<file path="config.mk">
export PLATFORM = sky130hd
export DESIGN_NAME = adc_spi_sampler_flat
export DESIGN_NICKNAME = d
export VERILOG_FILES = /design/src/rtl/sensor_pkg.sv /design/src/rtl/adc_spi_sampler_if.sv /design/src/rtl/sample_timer.sv /design/src/rtl/adc_spi_sampler.sv /design/src/flat_wrapper.sv
export SDC_FILE = /design/constraint.sdc
export NUM_CORES = 1
export LEC_CHECK = 0
export ABC_CLOCK_PERIOD_IN_PS = 3250
export BUFFER_PORTS_ARGS = -buffer_cell sky130_fd_sc_hd__clkbuf_2
export CORE_ASPECT_RATIO = 1.4
export CORE_MARGIN = 2
export CORE_UTILIZATION = 38
export CTS_CLUSTER_SIZE = 24
export DETAILED_ROUTE_END_ITERATION = 7
export MAX_ROUTING_LAYER = met4
export PLACE_DENSITY_LB_ADDON = 0.08
export SLEW_MARGIN = 20
export SYNTH_ARGS = -nofsm -noshare
export SYNTH_HDL_FRONTEND = slang
export SYNTH_SLANG_ARGS = --single-unit
</file>
<file path="constraint.sdc">
create_clock -name clk -period 3.25 [get_ports clk]
set_clock_uncertainty 0.15 [all_clocks]
set_input_delay 0.8125 -clock clk [delete_from_list [all_inputs] [get_ports clk]]
set_output_delay 0.8125 -clock clk [all_outputs]
set_load 0.01 [all_outputs]
</file>
<file path="src/rtl/sensor_pkg.sv">
// Shared definitions for the sensor acquisition front end.
//   sampler_state_t : SPI frame sequencer states
//   FRAME_BITS      : SPI frame length in bits
//   CMD_START/CMD_SINGLE : leading command bits of the ADC request word
//   build_cmd()     : assembles the 16-bit command word for a channel
package sensor_pkg;

  typedef enum logic [1:0] {
    IDLE  = 2'd0,
    SETUP = 2'd1,
    SHIFT = 2'd2,
    DONE  = 2'd3
  } sampler_state_t;

  localparam int   FRAME_BITS = 16;
  localparam logic CMD_START  = 1'b1;
  localparam logic CMD_SINGLE = 1'b1;

  // {start, single-ended, channel[2:0], zero padding}
  function automatic logic [FRAME_BITS-1:0] build_cmd(input logic [2:0] ch);
    return {CMD_START, CMD_SINGLE, ch, {(FRAME_BITS-5){1'b0}}};
  endfunction

endpackage

</file>
<file path="src/rtl/adc_spi_sampler_if.sv">
// Bundle of the sampler's SPI pins and its result stream.
//   master : the sampler (drives SPI clock/select/MOSI and the result)
//   slave  : the board/ADC side and downstream consumer
//   spi_sclk, spi_cs_n, spi_mosi : SPI outputs of the sampler
//   spi_miso                     : ADC data into the sampler
//   measurement, valid, overrun  : 8-bit result, its strobe, sticky overrun flag
interface adc_spi_sampler_if;
  import sensor_pkg::*;

  logic       spi_sclk;
  logic       spi_cs_n;
  logic       spi_mosi;
  logic       spi_miso;
  logic [7:0] measurement;
  logic       valid;
  logic       overrun;

  modport master (
    output spi_sclk, spi_cs_n, spi_mosi, measurement, valid, overrun,
    input  spi_miso
  );

  modport slave (
    input  spi_sclk, spi_cs_n, spi_mosi, measurement, valid, overrun,
    output spi_miso
  );

endinterface

</file>
<file path="src/rtl/sample_timer.sv">
// Free-running conversion period timer.
//   clk, rst : clock and asynchronous active-high reset
//   enable   : counts while high, held at zero while low
//   tick     : one-cycle pulse on the last count of each period
module sample_timer
  import sensor_pkg::*;
#(
  parameter int SAMPLE_PERIOD = 10000
) (
  input  logic clk,
  input  logic rst,
  input  logic enable,
  output logic tick
);

  localparam int CNT_W = (SAMPLE_PERIOD > 1) ? $clog2(SAMPLE_PERIOD) : 1;
  localparam logic [CNT_W-1:0] CNT_LAST = CNT_W'(SAMPLE_PERIOD - 1);

  logic [CNT_W-1:0] cnt;

  always_ff @(posedge clk or posedge rst) begin
    if (rst) begin
      cnt <= '0;
    end else if (!enable || cnt == CNT_LAST) begin
      cnt <= '0;
    end else begin
      cnt <= cnt + 1'b1;
    end
  end

  assign tick = enable && (cnt == CNT_LAST);

endmodule

</file>
<file path="src/rtl/adc_spi_sampler.sv">
// Periodic SPI mode-0 ADC reader producing an 8-bit truncated sample.
//   clk, rst : clock and asynchronous active-high reset
//   enable   : periodic sampling runs while high
//   bus      : SPI pins (sclk idle low, cs_n active low, mosi MSB first,
//              miso already synchronous to clk) plus measurement/valid/overrun
// A frame is CLK_DIV cycles of chip-select setup followed by 16 SCLK
// periods (high phase then low phase, CLK_DIV cycles each), then one DONE
// cycle in which cs_n returns high and valid pulses.
module adc_spi_sampler
  import sensor_pkg::*;
#(
  parameter int CLK_DIV       = 4,
  parameter int SAMPLE_PERIOD = 10000,
  parameter int ADC_BITS      = 10,
  parameter int CHANNEL       = 0
) (
  input  logic clk,
  input  logic rst,
  input  logic enable,
  adc_spi_sampler_if.master bus
);

  localparam int DIV_W = (CLK_DIV > 1) ? $clog2(CLK_DIV) : 1;
  localparam int BIT_W = $clog2(FRAME_BITS);
  localparam logic [DIV_W-1:0]      DIV_LAST = DIV_W'(CLK_DIV - 1);
  localparam logic [BIT_W-1:0]      BIT_LAST = BIT_W'(FRAME_BITS - 1);
  localparam logic [FRAME_BITS-1:0] CMD      = build_cmd(3'(CHANNEL));

  sampler_state_t   state, state_n;
  logic [DIV_W-1:0] div_cnt, div_n;
  logic [BIT_W-1:0] bit_cnt, bit_n;
  logic             low_phase, low_n;
  logic             tick;
  logic             start;
  logic             capture;
  logic             overrun_set;

  logic [FRAME_BITS-1:0] tx_sr;
  logic [FRAME_BITS-1:0] rx_sr;

  logic       sclk_q;
  logic       cs_n_q;
  logic       mosi_q;
  logic       valid_q;
  logic       overrun_q;
  logic [7:0] meas_q;

  sample_timer #(
    .SAMPLE_PERIOD(SAMPLE_PERIOD)
  ) u_timer (
    .clk    (clk),
    .rst    (rst),
    .enable (enable),
    .tick   (tick)
  );

  // A tick that finds the sequencer busy (including the DONE cycle) is lost.
  assign overrun_set = tick && (state != IDLE);

  always_ff @(posedge clk or posedge rst) begin
    if (rst) begin
      state     <= IDLE;
      div_cnt   <= '0;
      bit_cnt   <= '0;
      low_phase <= 1'b0;
    end else begin
      state     <= state_n;
      div_cnt   <= div_n;
      bit_cnt   <= bit_n;
      low_phase <= low_n;
    end
  end

  always_comb begin
    state_n = state;
    div_n   = div_cnt;
    bit_n   = bit_cnt;
    low_n   = low_phase;
    start   = 1'b0;
    capture = 1'b0;
    unique case (state)
      IDLE: begin
        if (tick) begin
          state_n = SETUP;
          div_n   = '0;
          start   = 1'b1;
        end
      end
      SETUP: begin
        if (div_cnt == DIV_LAST) begin
          state_n = SHIFT;
          div_n   = '0;
          bit_n   = '0;
          low_n   = 1'b0;
        end else begin
          div_n = div_cnt + 1'b1;
        end
      end
      SHIFT: begin
        if (div_cnt == DIV_LAST) begin
          div_n = '0;
          if (!low_phase) begin
            // End of the high phase: sample MISO, SCLK falls, MOSI advances.
            capture = 1'b1;
            low_n   = 1'b1;
          end else begin
            low_n = 1'b0;
            if (bit_cnt == BIT_LAST) begin
              state_n = DONE;
            end else begin
              bit_n = bit_cnt + 1'b1;
            end
          end
        end else begin
          div_n = div_cnt + 1'b1;
        end
      end
      DONE: begin
        state_n = IDLE;
      end
      default: begin
        state_n = IDLE;
      end
    endcase
  end

  // Pin and result registers are decoded from the next state so every
  // output is a clean flop aligned with the state it belongs to.
  always_ff @(posedge clk or posedge rst) begin
    if (rst) begin
      sclk_q    <= 1'b0;
      cs_n_q    <= 1'b1;
      mosi_q    <= 1'b0;
      valid_q   <= 1'b0;
      overrun_q <= 1'b0;
      meas_q    <= '0;
    end else begin
      sclk_q  <= (state_n == SHIFT) && !low_n;
      cs_n_q  <= !((state_n == SETUP) || (state_n == SHIFT));
      valid_q <= (state_n == DONE);
      if (state_n == DONE) begin
        // Keep the top 8 of the ADC_BITS result; low bits are dropped.
        meas_q <= rx_sr[ADC_BITS-1 -: 8];
      end
      if (start) begin
        mosi_q <= CMD[FRAME_BITS-1];
      end else if (capture) begin
        mosi_q <= tx_sr[FRAME_BITS-1];
      end
      if (overrun_set) begin
        overrun_q <= 1'b1;
      end
    end
  end

  // Shift registers carry data only; their contents are fully rewritten
  // every frame before use, so they need no reset.
  always_ff @(posedge clk) begin
    if (start) begin
      tx_sr <= {CMD[FRAME_BITS-2:0], 1'b0};
    end else if (capture) begin
      tx_sr <= {tx_sr[FRAME_BITS-2:0], 1'b0};
    end
    if (capture) begin
      rx_sr <= {rx_sr[FRAME_BITS-2:0], bus.spi_miso};
    end
  end

  assign bus.spi_sclk    = sclk_q;
  assign bus.spi_cs_n    = cs_n_q;
  assign bus.spi_mosi    = mosi_q;
  assign bus.valid       = valid_q;
  assign bus.overrun     = overrun_q;
  assign bus.measurement = meas_q;

endmodule

</file>
<file path="src/flat_wrapper.sv">
// flat-port wrapper written by rule: the top's interface ports become plain ports
module adc_spi_sampler_flat import sensor_pkg::*;
#(
  parameter int CLK_DIV       = 4,
  parameter int SAMPLE_PERIOD = 10000,
  parameter int ADC_BITS      = 10,
  parameter int CHANNEL       = 0
)
  (clk, rst, enable, bus_spi_sclk, bus_spi_cs_n, bus_spi_mosi, bus_measurement, bus_valid, bus_overrun, bus_spi_miso);
  adc_spi_sampler_if bus_i ();
  input  logic clk;
  input  logic rst;
  input  logic enable;
  output wire logic [$bits(bus_i.spi_sclk)-1:0] bus_spi_sclk;
  output wire logic [$bits(bus_i.spi_cs_n)-1:0] bus_spi_cs_n;
  output wire logic [$bits(bus_i.spi_mosi)-1:0] bus_spi_mosi;
  output wire logic [$bits(bus_i.measurement)-1:0] bus_measurement;
  output wire logic [$bits(bus_i.valid)-1:0] bus_valid;
  output wire logic [$bits(bus_i.overrun)-1:0] bus_overrun;
  input wire logic [$bits(bus_i.spi_miso)-1:0] bus_spi_miso;
  assign bus_spi_sclk = bus_i.spi_sclk;
  assign bus_spi_cs_n = bus_i.spi_cs_n;
  assign bus_spi_mosi = bus_i.spi_mosi;
  assign bus_measurement = bus_i.measurement;
  assign bus_valid = bus_i.valid;
  assign bus_overrun = bus_i.overrun;
  assign bus_i.spi_miso = bus_spi_miso;
  adc_spi_sampler #(.CLK_DIV(CLK_DIV), .SAMPLE_PERIOD(SAMPLE_PERIOD), .ADC_BITS(ADC_BITS), .CHANNEL(CHANNEL)) u_core (.clk(clk), .rst(rst), .enable(enable), .bus(bus_i));
endmodule
</file>
==> results by group <==
Power and ir drop
  • Static leakage: 0.001087 µW
  • Internal power: 839.7 µW
  • Power Density: 445.0 nW/µm²
  • Combinational cell fraction of total power: 1.9%
  • Clock power frac: 41.2%
  • Flop pwr share: 56.9%
  • Sw Ratio: 21.05%
  • Peak VDD IR: 0.3131 mV
  • Sw power: 223.8 µW

Setup path
  • Worst setup EP type: register
  • Worst r2r src: u_core.u_timer.cnt[12]
  • Worst path required time: 3290 ps
  • Crit Path Max Fanout: 8
  • CP arrival: 2880 ps
  • Reg-to-Reg End: u_core.bus.measurement[2]
  • R2R Setup Slk: 520 ps
  • R2R depth: 6
  • Critical Path Start Type: primary input
  • Crit Path Category: primary input to register

Logic synthesis
  • Synth Register Bits: 47
  • Synth top cells by count: dfrtp_1, nor2_1, inv_1
  • Mapped Area: 2110 µm²
  • Syn avg cell area: 11.92 µm²
  • Register area share after synthesis: 57.95%
  • Synthesis warning total: 0
  • Syn Inst Count: 177
  • Async set-reset flop share out of synthesis: 76.60%
  • Synth top area share: 41.52%
  • Main flop type after synthesis: dfrtp_1
  • Synth area leaders: dfrtp_1, edfxtp_1, ha_1
  • Netlist cell types: 39
  • Number of synthesized flops with an enable pin: 10
  • Cell taking the most area after synthesis: dfrtp_1
  • Syn Nets: 192
  • Most numerous cell in the Yosys netlist: dfrtp_1

Hold path
  • Hold path cells: 0
  • Hold EP: u_core.rx_sr[2]
  • Startpoint of the lowest-slack hold path: u_core.rx_sr[1]
  • Worst min path class: register to register

Global routing
  • Total track usage: 14.95%
  • Grt met3 use: 3.313%
  • First-pass GRT wire length: 6720 µm
  • Largest net degree at the start of global routing: 22
  • Antenna violations before repair: 0
  • Total grt overflow: 0
  • Vias in the first global route: 1467
  • Grt met1 use: 16.33%
  • Met2 GRT Util: 25.42%
  • Gr busiest metal: met2

Timing
  • Actual slew at the worst max-slew pin: 624.9 ps
  • Crit path time final: 2836 ps
  • Period utilisation layout: 87.27%
  • Final worst slack: 413.6 ps
  • # setup viols final: 0
  • Pins Over Slew Limit: 0
  • RSZ-0062 raised after global routing: no
  • Setup TNS: 0 ps
  • Worst slew margin: 58.30%
  • Final Hold Viols: 0
  • Highest clock rate: 352.6 MHz

Die
  • Initial core utilization: 38.74%
  • Die H: 92.16 µm
  • Row count: 32
  • Overall die width: 66.97 µm
  • Core Region: 5445 µm²
  • IO Pins: 17
  • Die ar.: 6172 µm²

Clock network
  • Total setup buffers inserted after CTS: 0
  • CTS tree: done
  • CTS Hold Buffers Added: 0
  • Worst-path clk slew: 90 ps
  • Clk sinks: 47
  • PostCTS Resize Cnt: 0
  • CTS H-Tree Depth: 2
  • CTS Buf Count: 5
  • Clock Path Buffers: 2
  • Clk Latency, worst-skew pair: 300 ps
  • CTS root buf: clkbuf_8

Layout
  • Fin util: 43.89%
  • Area Overhead vs Synth: 13.29%
  • NumNets Final: 215
  • Share of cells above drive strength 1: 20.90%
  • Antenna Cells: 0

Detailed routing
  • Detail Route Antenna Nets: 0
  • DRT iter0 DRCs: 67
  • Drt first pass iters: 4
  • Routed WL: 3982 µm
  • Wire per inst: 14.80 µm
  • DR vias/cell: 5.097
  • Overall via count from detail_route: 1371
  • Drc violations: 0

Placement
  • # port buffers: 16
  • Post-DP HPWL: 3008 µm
  • RePlAce Congestion: 0.7500
  • Post-placement worst setup slack: 72.42 ps

Flow run
  • Max-cap violation count: 0

Run status
  • Status: completed
-- layout by cell type (no fill, tap or decap), types with 2 or more instances in the layout --
cell and instances:
a211oi_1 2, a21oi_1 6, a32o_1 2, and3_1 2, buf_4 2, clkbuf_2 16, clkbuf_8 5, dfrtp_1 35
edfxtp_1 10, ha_1 11, inv_1 13, mux2_2 8, nand2_1 12, nand3_1 8, nand4_1 3, nand4b_1 2
nor2_1 22, nor3_1 3, nor4_1 3, o21ai_0 2, xnor2_1 8, xor2_1 5
-- logic make-up (layout without fill, tap and decap cells) --
group | after synthesis | count (layout) | share of synthesized area (%)
xor gates and xnor gates | 13 | 13 | 5.397
muxes | 8 | 8 | 4.271
AOI/OAI and AO/OA | 17 | 17 | 6.406
buffers and inverters | 15 | 39 | 3.025
adders and majority gates | 11 | 11 | 6.524
DFF | 47 | 47 | 57.95
and+or+nand+nor | 66 | 66 | 16.43
-- how the worst max path moves through the flow --
stage	start	to	slack [ps]	cells after the start
after global routing	enable	u_core.bus.measurement[6]	270	7
after floorplan	enable	u_core.bus.measurement[0]	290	7
final	enable	u_core.bus.measurement[2]	410	7
after CTS	enable	u_core.bus.measurement[6]	400	7
after global placement	enable	u_core.bus.measurement[0]	150	7
after detailed placement	enable	u_core.bus.measurement[6]	70	7
-- state kept, by name, summed over array words and instances (netlist names) --
register                cells
u_core.bus.spi_sclk         1
u_core.bit_cnt              4
u_core.u_timer.cnt         14
u_core.bus.valid            1
u_core.div_cnt              2
u_core.state                2
u_core.rx_sr               10
u_core.tx_sr                1
u_core.low_phase            1
u_core.bus.spi_cs_n         1
u_core.bus.overrun          1
u_core.bus.measurement      8
u_core.bus.spi_mosi         1
-- layer usage --
layer	part of all wire, %	up-vias
li1	-	661
met1	42	683
met2	53	19
met3	2.8	8
met4	2.1	0
met5	0	-
-- power groups by stage --
stage	combinational (µW)	sequential, µW	clock (µW)
6_report	19.8	606	438
4_1_cts	21.3	606	450
2_1_floorplan	14.2	617	0
5_1_grt	23.5	606	474
3_5_place_dp	21.2	618	0
3_3_place_gp	20.7	618	0
-- worst max-delay path, cell delays in order --
cell	delay, ps
clkbuf_2	110
or4bb_1	560
nor4_1	200
nand2_1	150
a21oi_1	230
ha_1	420
mux2_2	390
-- per-stage QoR --
step           cell area, µm²  cells  hold WS (ps)  total power [µW]
2_1_floorplan            2110    177         250.3             631.4
3_3_place_gp             2275    261         260.5             638.4
3_5_place_dp             2275    261         256.4             638.9
4_1_cts                  2390    269         292.7              1077
5_1_grt                  2390    269         308.2              1104
6_report                 2390    269         284.9              1064
-- area by class of cell --
type / count / area (µm²)
timing repair buffer: 18 / 95.09
tap: 68 / 85.08
inverter: 13 / 48.80
sequential: 47 / 1222
clock buffer: 5 / 68.82
clock inverter: 3 / 46.29
fill: 548 / 3055
multi-input combinational: 115 / 823.3
Note: power is estimated with default switching activity, not from simulation.
